$ cat src/rtl/fusion_core_pkg.sv
// Shared core definitions: datapath width, register address width and
// the writeback kind encoding used by the ALU result path.
package fusion_core_pkg;
  localparam int unsigned XLEN       = 32;
  localparam int unsigned REG_ADDR_W = 5;

  typedef enum logic [1:0] {
    WB_FULL     = 2'b00,
    WB_LI_UPPER = 2'b01,
    WB_LI_LOWER = 2'b10
  } wb_kind_t;
endpackage

$ cat src/rtl/fusion_wb_fifo.sv
// Synchronous FIFO holding returning load results; head is visible
// combinationally, pushes beyond full and pops from empty are ignored.
module fusion_wb_fifo #(
  parameter int unsigned WIDTH = 37,
  parameter int unsigned DEPTH = 2
) (
  input  logic                       i_clk,
  input  logic                       i_rst_n,
  input  logic                       i_push,
  input  logic [WIDTH-1:0]           i_push_data,
  input  logic                       i_pop,
  output logic [WIDTH-1:0]           o_head,
  output logic [$clog2(DEPTH):0]     o_count,
  output logic                       o_full,
  output logic                       o_empty
);
  localparam int unsigned AW = $clog2(DEPTH);

  logic [WIDTH-1:0] r_mem [DEPTH];
  logic [AW-1:0]    r_wr_ptr;
  logic [AW-1:0]    r_rd_ptr;
  logic [AW:0]      r_count;
  logic             w_push;
  logic             w_pop;

  assign o_full  = (r_count == (AW+1)'(DEPTH));
  assign o_empty = (r_count == '0);
  assign o_count = r_count;
  assign o_head  = r_mem[r_rd_ptr];
  assign w_push  = i_push && !o_full;
  assign w_pop   = i_pop && !o_empty;

  always_ff @(posedge i_clk) begin
    if (w_push) r_mem[r_wr_ptr] <= i_push_data;
  end

  // DEPTH is a power of two, so pointer overflow is the modulo wrap.
  always_ff @(posedge i_clk) begin
    if (!i_rst_n) begin
      r_wr_ptr <= '0;
      r_rd_ptr <= '0;
      r_count  <= '0;
    end else begin
      if (w_push) r_wr_ptr <= r_wr_ptr + 1'b1;
      if (w_pop)  r_rd_ptr <= r_rd_ptr + 1'b1;
      case ({w_push, w_pop})
        2'b10:   r_count <= r_count + 1'b1;
        2'b01:   r_count <= r_count - 1'b1;
        default: r_count <= r_count;
      endcase
    end
  end
endmodule

$ cat src/rtl/fusion_writeback_unit.sv
// Register-file writeback driver: arbitrates ALU results against queued
// loads with bounded starvation and registers one write per cycle.
module fusion_writeback_unit
  import fusion_core_pkg::*;
#(
  parameter int unsigned XLEN         = fusion_core_pkg::XLEN,
  parameter int unsigned LD_DEPTH     = 2,
  parameter int unsigned STARVE_LIMIT = 3
) (
  input  logic                         clk_in,
  input  logic                         reset_in,
  input  logic                         alu_valid_in,
  output logic                         alu_ready_out,
  input  logic [REG_ADDR_W-1:0]        alu_rd_in,
  input  logic [XLEN-1:0]              alu_val_in,
  input  logic [1:0]                   alu_kind_in,
  input  logic                         ld_valid_in,
  output logic                         ld_ready_out,
  input  logic [REG_ADDR_W-1:0]        ld_rd_in,
  input  logic [XLEN-1:0]              ld_val_in,
  output logic [XLEN-1:0]              rd_val_out,
  output logic [16:0]                  rd_half_out,
  output logic [REG_ADDR_W-1:0]        rd_out,
  output logic                         wb_out,
  output logic                         wb_half_out,
  output logic                         wb_u_nl_out,
  output logic                         byp_valid_out,
  output logic [REG_ADDR_W-1:0]        byp_rd_out,
  output logic [XLEN-1:0]              byp_val_out,
  output logic [$clog2(LD_DEPTH):0]    ld_count_out
);
  localparam int unsigned EW = REG_ADDR_W + XLEN;
  localparam int unsigned SW = $clog2(STARVE_LIMIT + 1);

  logic [EW-1:0]         w_head;
  logic                  w_full;
  logic                  w_empty;
  logic                  w_push;
  logic                  w_force;
  logic                  w_alu_win;
  logic                  w_ld_win;
  logic [REG_ADDR_W-1:0] w_sel_rd;
  logic [XLEN-1:0]       w_sel_val;
  logic                  w_half;
  logic                  w_u_nl;
  logic [XLEN-1:0]       w_wval;

  logic [SW-1:0]         r_starve;
  logic                  r_wb;
  logic                  r_half;
  logic                  r_u_nl;
  logic [REG_ADDR_W-1:0] r_rd;
  logic [XLEN-1:0]       r_val;
  logic [16:0]           r_half_val;

  fusion_wb_fifo #(
    .WIDTH (EW),
    .DEPTH (LD_DEPTH)
  ) u_ld_fifo (
    .i_clk       (clk_in),
    .i_rst_n     (reset_in),
    .i_push      (w_push),
    .i_push_data ({ld_rd_in, ld_val_in}),
    .i_pop       (w_ld_win),
    .o_head      (w_head),
    .o_count     (ld_count_out),
    .o_full      (w_full),
    .o_empty     (w_empty)
  );

  assign ld_ready_out  = !w_full;
  assign w_push        = ld_valid_in && ld_ready_out;
  assign w_force       = !w_empty && (r_starve == SW'(STARVE_LIMIT));
  assign alu_ready_out = !w_force;
  assign w_alu_win     = !w_force && alu_valid_in;
  assign w_ld_win      = w_force || (!alu_valid_in && !w_empty);

  always_comb begin
    w_sel_rd  = w_head[EW-1:XLEN];
    w_sel_val = w_head[XLEN-1:0];
    w_half    = 1'b0;
    w_u_nl    = 1'b0;
    if (w_alu_win) begin
      w_sel_rd  = alu_rd_in;
      w_sel_val = alu_val_in;
      if (alu_kind_in == WB_LI_UPPER) begin
        w_half = 1'b1;
        w_u_nl = 1'b1;
      end else if (alu_kind_in == WB_LI_LOWER) begin
        w_half = 1'b1;
      end
    end
    // Half writes expose the 16-bit immediate placed in its half, other half zero.
    w_wval = w_sel_val;
    if (w_half) begin
      w_wval = w_u_nl ? (XLEN'(w_sel_val[15:0]) << (XLEN/2))
                      : XLEN'(w_sel_val[15:0]);
    end
  end

  always_ff @(posedge clk_in) begin
    if (!reset_in) begin
      r_starve <= '0;
    end else if (!w_empty && w_alu_win) begin
      if (r_starve != SW'(STARVE_LIMIT)) r_starve <= r_starve + 1'b1;
    end else begin
      r_starve <= '0;
    end
  end

  always_ff @(posedge clk_in) begin
    if (!reset_in) begin
      r_wb       <= 1'b0;
      r_half     <= 1'b0;
      r_u_nl     <= 1'b0;
      r_rd       <= '0;
      r_val      <= '0;
      r_half_val <= '0;
    end else begin
      r_wb <= 1'b0;
      if (w_alu_win || w_ld_win) begin
        r_wb       <= (w_sel_rd != '0);
        r_rd       <= w_sel_rd;
        r_half     <= w_half;
        r_u_nl     <= w_u_nl;
        r_val      <= w_wval;
        r_half_val <= {1'b0, w_sel_val[15:0]};
      end
    end
  end

  assign wb_out        = r_wb;
  assign rd_out        = r_rd;
  assign rd_val_out    = r_val;
  assign rd_half_out   = r_half_val;
  assign wb_half_out   = r_half;
  assign wb_u_nl_out   = r_u_nl;
  assign byp_valid_out = r_wb;
  assign byp_rd_out    = r_rd;
  assign byp_val_out   = r_val;
endmodule

$ cat config.mk
export PLATFORM = sky130hd
export DESIGN_NAME = fusion_writeback_unit
export DESIGN_NICKNAME = d
export VERILOG_FILES = /design/src/rtl/fusion_core_pkg.sv /design/src/rtl/fusion_wb_fifo.sv /design/src/rtl/fusion_writeback_unit.sv
export SDC_FILE = /design/constraint.sdc
export NUM_CORES = 1
export LEC_CHECK = 0
export BUFFER_PORTS_ARGS = -buffer_cell sky130_fd_sc_hd__buf_2
export CELL_PAD_IN_SITES_DETAIL_PLACEMENT = 0
export CELL_PAD_IN_SITES_GLOBAL_PLACEMENT = 1
export CORE_MARGIN = 5
export CORE_UTILIZATION = 40
export CTS_CLUSTER_SIZE = 40
export DETAILED_ROUTE_END_ITERATION = 16
export PLACE_DENSITY = 0.81
export SLEW_MARGIN = 20
export SYNTH_ARGS = -nofsm -noshare
export SYNTH_HDL_FRONTEND = slang
export SYNTH_HIERARCHICAL = 1
export SYNTH_SLANG_ARGS = --single-unit
$ cat constraint.sdc
create_clock -name clk_in -period 3.4 [get_ports clk_in]
set_clock_uncertainty 0.15 [all_clocks]
set_input_delay 0.34 -clock clk_in [delete_from_list [all_inputs] [get_ports clk_in]]
set_output_delay 0.34 -clock clk_in [all_outputs]
set_load 0.01 [all_outputs]
# [Word-level counts from Yosys, hierarchy flattened]
# Memory sizes are Yosys's and may differ from the RTL's. A register that Yosys moved wholly into a read port is not among the register bits.
# Index checks and enable logic that the tools add are counted.
[word_totals] mem_count=1 input_bits=80 word_cells=55 ramBits=74 regBits=62
[mem_list] memory="u_ld_fifo.r_mem" words=2 word_bits=37 rd=1 rd_clocked_by_memory_dff=1 write_ports=1 line="fusion_wb_fifo.sv:19" rtl="logic [WIDTH-1:0] r_mem [DEPTH];"
[op_classes] eq_ne=7 reduce_logical=18 n_mux=14 n_addsub=5
[op_table] op="$mux 32" count=3
[op_table] op="$mux 1" count=9
[op_table] op="$eq 2x2->1 const B" count=4
[op_table] op="$logic_and 1x1->1" count=7
[op_table] op="$mux 5" count=1
[op_table] op="$reduce_bool 5->1" count=1
[op_table] op="$add 2x1->2 const B" count=2
[op_table] op="$eq 2x1->1 const B" count=2
[op_table] op="$logic_not 1->1" count=4
[op_table] op="$pmux 2 s2" count=1
[op_table] op="$reduce_and 2->1" count=2
[op_table] op="$add 1x1->1 const B" count=2
[op_table] op="$logic_not 2->1" count=1
[op_table] op="$logic_or 1x1->1" count=2
[op_table] op="$ne 2x2->1 const B" count=1
[op_table] op="$reduce_bool 2->1" count=1
[op_table] op="$sub 2x1->2 const B" count=1

# [Longest topological paths before layout]
# Gate-level depths: netlist of the first run.
[logic_depth] depth_word=8 depth_mapped=11

# [Modules after synthesis]
# Netlist of the first run, hierarchy kept.
[by_module_without_submodules] mod="fusion_writeback_unit" cells_each=371 instances=1 area_per_inst_um2=3129.3 seq_area_each_um2=1161.1
[by_module_without_submodules] mod="fusion_wb_fifo" cells_each=141 instances=1 area_per_inst_um2=2895.3 seq_area_each_um2=2322.2

# [Worst setup path before layout of the first run]
# OpenSTA, ideal clock, no wires.
[synth_timing] path_kind="register to register" start="reg u_ld_fifo.r_count[0], in the netlist u_ld_fifo/o_count[0]" end="mem u_ld_fifo.r_mem[0][0], enable pin" setup_time_ps=392 t_arrival_ps=1974 setup_slack_ps=884 path_stages_with_launch=7 required_time_ps=2858 synth_period_minus_slack_ps=2516 cell_sequence="dfxtp_1 -> nand2b_2 -> inv_2 -> nor2b_1 -> inv_1 -> or3_1 -> inv_1"
[synth_via] elab_chain_cells=6
[synth_lines] element="start: declaration" line="fusion_wb_fifo.sv:22" rtl="logic [AW:0] r_count;"
[synth_lines] element="start signal: assignment" line="fusion_wb_fifo.sv:47" rtl="2'b10: r_count <= r_count + 1'b1;"
[synth_lines] element="start signal: assignment" line="fusion_wb_fifo.sv:48" rtl="2'b01: r_count <= r_count - 1'b1;"
[synth_lines] element="start signal: assignment" line="fusion_wb_fifo.sv:49" rtl="default: r_count <= r_count;"
[synth_lines] element="$eq 2x2->1" line="fusion_wb_fifo.sv:26" rtl="assign o_full = (r_count == (AW+1)'(DEPTH));"
[synth_lines] element="net w_full" line="fusion_writeback_unit.sv:36" rtl="logic w_full;"
[synth_lines] element="$logic_not 1->1" line="fusion_writeback_unit.sv:71" rtl="assign ld_ready_out = !w_full;"
[synth_lines] element="$logic_and 1x1->1" line="fusion_writeback_unit.sv:72" rtl="assign w_push = ld_valid_in && ld_ready_out;"
[synth_lines] element="net w_push" line="fusion_writeback_unit.sv:38" rtl="logic w_push;"
[synth_lines] element="$logic_and 1x1->1" line="fusion_wb_fifo.sv:30" rtl="assign w_push = i_push && !o_full;"
[synth_lines] element="$mux 1" line="fusion_wb_fifo.sv:34" rtl="if (w_push) r_mem[r_wr_ptr] <= i_push_data;"
[synth_lines] element="$mux 1 (implied by the code)" line="fusion_wb_fifo.sv:34"
[synth_lines] element="end: declaration" line="fusion_wb_fifo.sv:19"
# The timed path passes the listed nets, and every way through them passes these cells.

# [Worst setup path after layout of the first run]
[layout_timing] start="reg u_ld_fifo.r_count[0], in the netlist u_ld_fifo/o_count[0]" end="out alu_ready_out"
[layout_via] elab_chain_cells=4
[layout_lines] element="$logic_not 2->1" line="fusion_wb_fifo.sv:27" rtl="assign o_empty = (r_count == '0);"
[layout_lines] element="net w_empty" line="fusion_writeback_unit.sv:37" rtl="logic w_empty;"
[layout_lines] element="$logic_not 1->1" line="fusion_writeback_unit.sv:73" rtl="assign w_force = !w_empty && (r_starve == SW'(STARVE_LIMIT));"
[layout_lines] element="$logic_and 1x1->1" line="fusion_writeback_unit.sv:73"
[layout_lines] element="$logic_not 1->1" line="fusion_writeback_unit.sv:74" rtl="assign alu_ready_out = !w_force;"
[layout_lines] element="end: declaration" line="fusion_writeback_unit.sv:13" rtl="output logic alu_ready_out,"
# The timed path passes the listed nets, and every way through them passes these cells.

==> results.json, run 1 <==
{
  "clkPwrFrac_pct": 34.0,
  "drive_gt1_share_pct": 39.3,
  "p_int_mw": 3.79,
  "htree_levels": 4,
  "powerDensity_nw_per_um2": 703,
  "relSlewSlack_pct": 31.3,
  "gp_congestion": 0.814,
  "syn_area_um2": 6020,
  "antenna_found_initial": 0,
  "setup_slack_ns": 0.880,
  "comb_power_share_pct": 24.7,
  "fin_area_um2": 7750,
  "hp-class": "in -> reg",
  "wire_per_inst_um": 18.1,
  "clk_latency_ns": 0.42,
  "synthCells": 512,
  "fin_setup_tns_ns": 0,
  "ant_nets": 0,
  "vias": 4494,
  "drt_wl_total_mm": 16.0,
  "power_leakage_nw": 3.27,
  "path_clk_slew_ns": 0.06,
  "crit_arrival_ns": 2.03,
  "tightest_slew_ns": 1.03,
  "slew_viol_final": 0,
  "end_kind": "primary output",
  "io_buffers": 177,
  "switchingPower_mw": 1.66,
  "status": "finished, final reports clean",
  "cts_buffer_depth": 2,
  "final-instance-count-excl-fill": 881,
  "ys.warnings.count": 6,
  "synth_edf_count": 74,
  "cts_resized": 0,
  "path_class": "reg -> out",
  "place_area_um2": 6770,
  "ys.flop_type": "edfxtp_1",
  "pwr-share-seq_pct": 41.3,
  "drc": 0,
  "first_iter_violations": 225,
  "r2r_cells": 8,
  "dpl.cell_count": 812,
  "cts_buffers": 17,
  "setup_viol": 0,
  "rsz0062_at_grt": "false",
  "ys_types": 46,
  "syn_area_per_cell_um2": 11.8,
  "fillers": 1299,
  "ff_latch_area_um2": 3480,
  "grt_pass1_vias": 4740,
  "async_flop_share_pct": 0,
  "dieArea_um2": 17600,
  "grt_max_degree": 45,
  "hold_path_depth": 3,
  "ys_seq_area_share_pct": 57.8,
  "final_common_cell": "buf_2",
  "via_per_inst": 5.10,
  "critPathMaxFanout": 12,
  "core_area_um2": 14600,
  "fin_nets": 767,
  "fin_crit_ns": 2.52,
  "cap_violations": 0,
  "syn_nets": 595,
  "min_to": "byp_rd_out[3]",
  "syn_to_final_growth_pct": 28.7,
  "finalHoldViolations": 0,
  "initial_core_util_pct": 41.1,
  "synth-seq-cells": 137,
  "multi_input_area_um2": 1980,
  "holdCritStartpoint": "alu_rd_in[3]",
  "hpwl_mm": 11.6,
  "power_mw": 5.45,
  "grt.total_usage_pct": 18.3,
  "rr_endpoint": "u_ld_fifo/o_count[1]",
  "grt_pass1_wl_mm": 25.3,
  "root_buffer": "clkbuf_16",
  "required_ns": 2.91,
  "pre_cts_slack_ns": 0.976,
  "dr.pass1.iters": 5,
  "cts_tree": "yes",
  "final_cell_mix": "buf_2, edfxtp_1, nand2_1",
  "grt_overflow_total": 0,
  "cts.sinks": 137,
  "std_cell_rows": 44,
  "num_io_pins": 179,
  "fin_crit_sh_pct": 74.1,
  "max_freq_mhz": 397,
  "die_h_um": 133,
  "p_sw_share_pct": 30.4,
  "reg2reg_setup_slack_ns": 0.94,
  "startpoint_type": "flop",
  "antennaDiodeCount": 0,
  "ir_drop_mv": 0.424,
  "die_w_um": 133,
  "r2r_start": "r_starve[0]"
}
## metrics by stage
stage	hold WS [ns]	utilization, %
2_1_floorplan	0.255	-
3_3_place_gp	0.261	46.2
3_5_place_dp	0.271	46.2
4_1_cts	0.0237	53.0
5_1_grt	0.0341	53.0
6_report	0.0443	53.0
## how the worst max path moves through the flow
stage	from	to	slack, ns	depth (start not counted)
detailed placement	r_starve[0]	u_ld_fifo/o_count[1]	0.98	8
global placement	r_starve[0]	u_ld_fifo/o_count[1]	1.01	8
finish	u_ld_fifo/o_count[0]	alu_ready_out	0.88	5
floorplan	u_ld_fifo/o_count[0]	u_ld_fifo/r_mem[0][0]	0.88	6
global route	u_ld_fifo/o_count[0]	alu_ready_out	0.70	5
CTS	u_ld_fifo/o_count[0]	alu_ready_out	0.87	5
## registers in the layout, summed over array words and instances (netlist names), named ones only
signal	cells
u_ld_fifo/r_wr_ptr	1
u_ld_fifo/r_rd_ptr	1
byp_rd_out	5
u_ld_fifo/o_count	2
r_starve	2
wb_u_nl_out	1
u_ld_fifo/r_mem	74
byp_valid_out	1
rd_half_out	16
wb_half_out	1
byp_val_out	32
## kinds of logic after synthesis
logic type      after synthesis  share of synthesized area (%)
compound gates              107                           13.5
simple gates                123                           10.1
xor+xnor                      3                          0.436
buf+inv                      94                           9.30
mux                          44                           8.08
fa+ha+maj                     3                          0.623
other cells                   1                         0.0622
flops                       137                           57.8
## layout make-up
type / count / share of cell area, %
Inverter: 24 / 1.36
Multi-Input combinational cell: 281 / 25.6
Clock buffer: 23 / 7.00
Timing Repair Buffer: 223 / 17.2
Tap cell: 184 / 2.97
Sequential cell: 137 / 44.9
Clock inverter: 9 / 0.920
## layer usage
metal / vias up / GRT usage [%] / part of all wire (%)
met3: 23 / 5.43 / 6.0
met2: 158 / 31.6 / 50
met5: - / 0 / 0
met4: 0 / 6.18 / 1.9
li1: 2144 / - / -
met1: 2169 / 21.8 / 42
## worst max-delay path: stages (launching register included)
cell     delay [ns]
dfxtp_1        0.44
nor2_1         0.08
buf_4          0.18
nor2b_1        0.62
inv_4          0.10
buf_2          0.19
## repair_timing
item,in CTS,in global routing
buffers inserted,0,0
endpoints found under the hold margin,74,0
hold buffers,37,0
endpoints found under the setup margin,0,0
## power groups by stage
stage | sequential, mW | combinational [mW] | clock, mW
floorplan | 2.28 | 0.891 | 0
global placement | 2.27 | 1.30 | 0
detailed placement | 2.29 | 1.32 | 0
CTS | 2.25 | 1.36 | 1.88
global route | 2.28 | 1.47 | 1.97
finish | 2.25 | 1.35 | 1.85
## Yosys cell counts (all sizes together) (3+ instances only)
| cell type | instances | area [µm²] |
|---|---|---|
| ha | 3 | 37.5 |
| mux2 | 37 | 417 |
| xnor2 | 3 | 26.3 |
| mux2i | 7 | 70.1 |
| clkbuf | 12 | 45.0 |
| nor3 | 3 | 15.0 |
| nor2b | 17 | 114 |
| inv | 24 | 105 |
| a31oi | 5 | 31.3 |
| o21a | 10 | 75.1 |
| and2 | 12 | 75.1 |
| o2bb2ai | 9 | 78.8 |
| o32ai | 16 | 140 |
| dfxtp | 63 | 1260 |
| o21ai | 18 | 101 |
| a21boi | 16 | 120 |
| buf | 58 | 410 |
| nand3 | 8 | 45.0 |
| edfxtp | 74 | 2220 |
| o221ai | 7 | 61.3 |
| a21oi | 9 | 45.0 |
| a22oi | 17 | 163 |
| nand2 | 71 | 274 |
Power figures use the tool's default switching activity.
==> run 2: changes to the inputs <==
--- a/config.mk
+++ b/config.mk
@@ -9,10 +9,10 @@
 export CELL_PAD_IN_SITES_DETAIL_PLACEMENT = 0
 export CELL_PAD_IN_SITES_GLOBAL_PLACEMENT = 1
 export CORE_MARGIN = 5
-export CORE_UTILIZATION = 40
+export CORE_UTILIZATION = 36
 export CTS_CLUSTER_SIZE = 40
 export DETAILED_ROUTE_END_ITERATION = 16
-export PLACE_DENSITY = 0.81
+export PLACE_DENSITY = 0.77
 export SLEW_MARGIN = 20
 export SYNTH_ARGS = -nofsm -noshare
 export SYNTH_HDL_FRONTEND = slang
==> constraint.sdc (replaced) <==
create_clock -name clk_in -period 2.2 [get_ports clk_in]
set_clock_uncertainty 0.15 [all_clocks]
set_input_delay 0.22 -clock clk_in [delete_from_list [all_inputs] [get_ports clk_in]]
set_output_delay 0.22 -clock clk_in [all_outputs]
set_load 0.01 [all_outputs]
==> results.json, run 2 (same netlist as run 1, synthesis figures left out) <==
{
  "grt.total_usage_pct": 17.1,
  "place_area_um2": 6920,
  "crit_slowest_cell": "or3_1",
  "cts_tree": "yes",
  "powerDensity_nw_per_um2": 1070,
  "r2r_start": "r_starve[0]",
  "r2r_cells": 8,
  "path_clk_slew_ns": 0.06,
  "startpoint_type": "flop",
  "grt_max_degree": 41,
  "cp_slowest_stage_delay_ns": 0.35,
  "status": "finished, final reports clean",
  "std_cell_rows": 47,
  "drive_gt1_share_pct": 39.0,
  "hpwl_mm": 11.8,
  "finalHoldViolations": 0,
  "die_w_um": 139,
  "cts_buffers": 17,
  "fin_setup_tns_ns": 0,
  "grt_pass1_wl_mm": 26.1,
  "gp_congestion": 0.803,
  "largest_reg_flops": 74,
  "tightest_slew_ns": 0.516,
  "slew_viol_final": 0,
  "cts_buffer_depth": 2,
  "vias": 4622,
  "critPathMaxFanout": 9,
  "fin_crit_sh_pct": 95.3,
  "cts.sinks": 137,
  "initial_core_util_pct": 36.5,
  "largest-register": "u_ld_fifo/r_mem",
  "drc": 0,
  "power_leakage_nw": 3.46,
  "drt_wl_total_mm": 16.5,
  "required_ns": 2.39,
  "wire_per_inst_um": 17.3,
  "root_buffer": "clkbuf_16",
  "final_common_cell": "buf_2",
  "fin_area_um2": 8240,
  "antennaDiodeCount": 0,
  "final_cell_mix": "buf_2, edfxtp_1, nand2_1",
  "setup_viol": 0,
  "htree_levels": 4,
  "crit_chain": "ha_2 -> nor2b_4 -> or2_4 -> inv_12 -> o21a_1 -> ha_1 -> or3_1 -> a21boi_1",
  "dieArea_um2": 19400,
  "rsz0062_at_grt": "false",
  "reg2reg_setup_slack_ns": 0.10,
  "grt_overflow_total": 0,
  "cap_violations": 0,
  "hp-class": "in -> reg",
  "num_io_pins": 179,
  "ant_nets": 0,
  "via_per_inst": 4.84,
  "dr.pass1.iters": 4,
  "die_h_um": 139,
  "core_area_um2": 16500,
  "clk_latency_ns": 0.42,
  "grt_pass1_vias": 4819,
  "first_iter_violations": 205,
  "rr_endpoint": "u_ld_fifo/o_count[1]",
  "crit_start": "r_starve[0]",
  "fin_nets": 805,
  "end_kind": "flop",
  "io_buffers": 177,
  "crit_arrival_ns": 2.29,
  "syn_to_final_growth_pct": 36.8,
  "final-instance-count-excl-fill": 955,
  "relSlewSlack_pct": 65.6,
  "max_freq_mhz": 477,
  "dpl.cell_count": 858,
  "antenna_found_initial": 0,
  "path_class": "reg -> reg",
  "ir_drop_mv": 0.541,
  "crit_end": "u_ld_fifo/o_count[1]",
  "fin_crit_ns": 2.10
}
-- run 2: power breakdown --
group | total (mW) | switching, mW | internal (mW)
logic | 2.25 | 1.26 | 0.989
registers | 3.43 | 0.219 | 3.21
clock network | 3.16 | 1.05 | 2.11
total | 8.85 | 2.54 | 6.31
-- run 2: how the worst min path moves through the flow --
stage / endpoint / start / cells after the start
5_1_grt: rd_half_out[14] / alu_val_in[14] / 3
3_3_place_gp: u_ld_fifo/r_mem[0][23] / ld_val_in[23] / 1
4_1_cts: byp_val_out[20] / alu_val_in[20] / 4
6_report: rd_half_out[14] / alu_val_in[14] / 3
2_1_floorplan: u_ld_fifo/r_mem[0][0] / ld_val_in[0] / 0
3_5_place_dp: u_ld_fifo/r_mem[0][20] / ld_val_in[20] / 1
-- run 2: layer usage --
layer | GRT usage (%) | vias to the layer above | share of wire (%)
met1 | 22.0 | 2234 | 44
li1 | - | 2215 | -
met5 | 0 | - | 0
met3 | 4.22 | 17 | 5.8
met4 | 5.82 | 0 | 1.3
met2 | 28.2 | 156 | 49
-- run 2: per-stage QoR --
stage,hold WS [ns],util (%),worst slack (ns),power [mW]
after floorplan,0.169,-,0.00998,4.91
after global placement,0.261,41.9,0.0770,5.60
after detailed placement,0.262,41.9,0.0524,5.66
after CTS,0.000120,49.8,0.0331,8.94
after global routing,0.00972,49.9,0.00105,9.27
final,0.0185,49.9,0.104,8.85
-- run 2: repair_timing --
action                     4_1_cts  5_1_grt
setup endpoints to repair        0       26
gates resized for setup          0        2
buffers inserted                 0        0
hold endpoints to repair        99        0
hold buffers                    65        0
-- run 2: critical path: cells and delay by family (launching register included) --
| family | cells | cell delay, ns |
|---|---|---|
| AOI/OAI and AO/OA | 2 | 0.31 |
| adders and majority gates | 2 | 0.47 |
| buffers and inverters | 1 | 0.10 |
| DFF | 1 | 0.33 |
| and+or+nand+nor | 3 | 0.66 |
-- run 2: cell type report --
cell class / instances / area [µm²]
multi-input cells: 281 / 1990
inverters: 24 / 109
clock inverters: 11 / 191
flip-flops and latches: 137 / 3490
well taps: 220 / 275
fillers: 1483 / 8280
clock buffers: 21 / 472
repair buffers: 261 / 1720
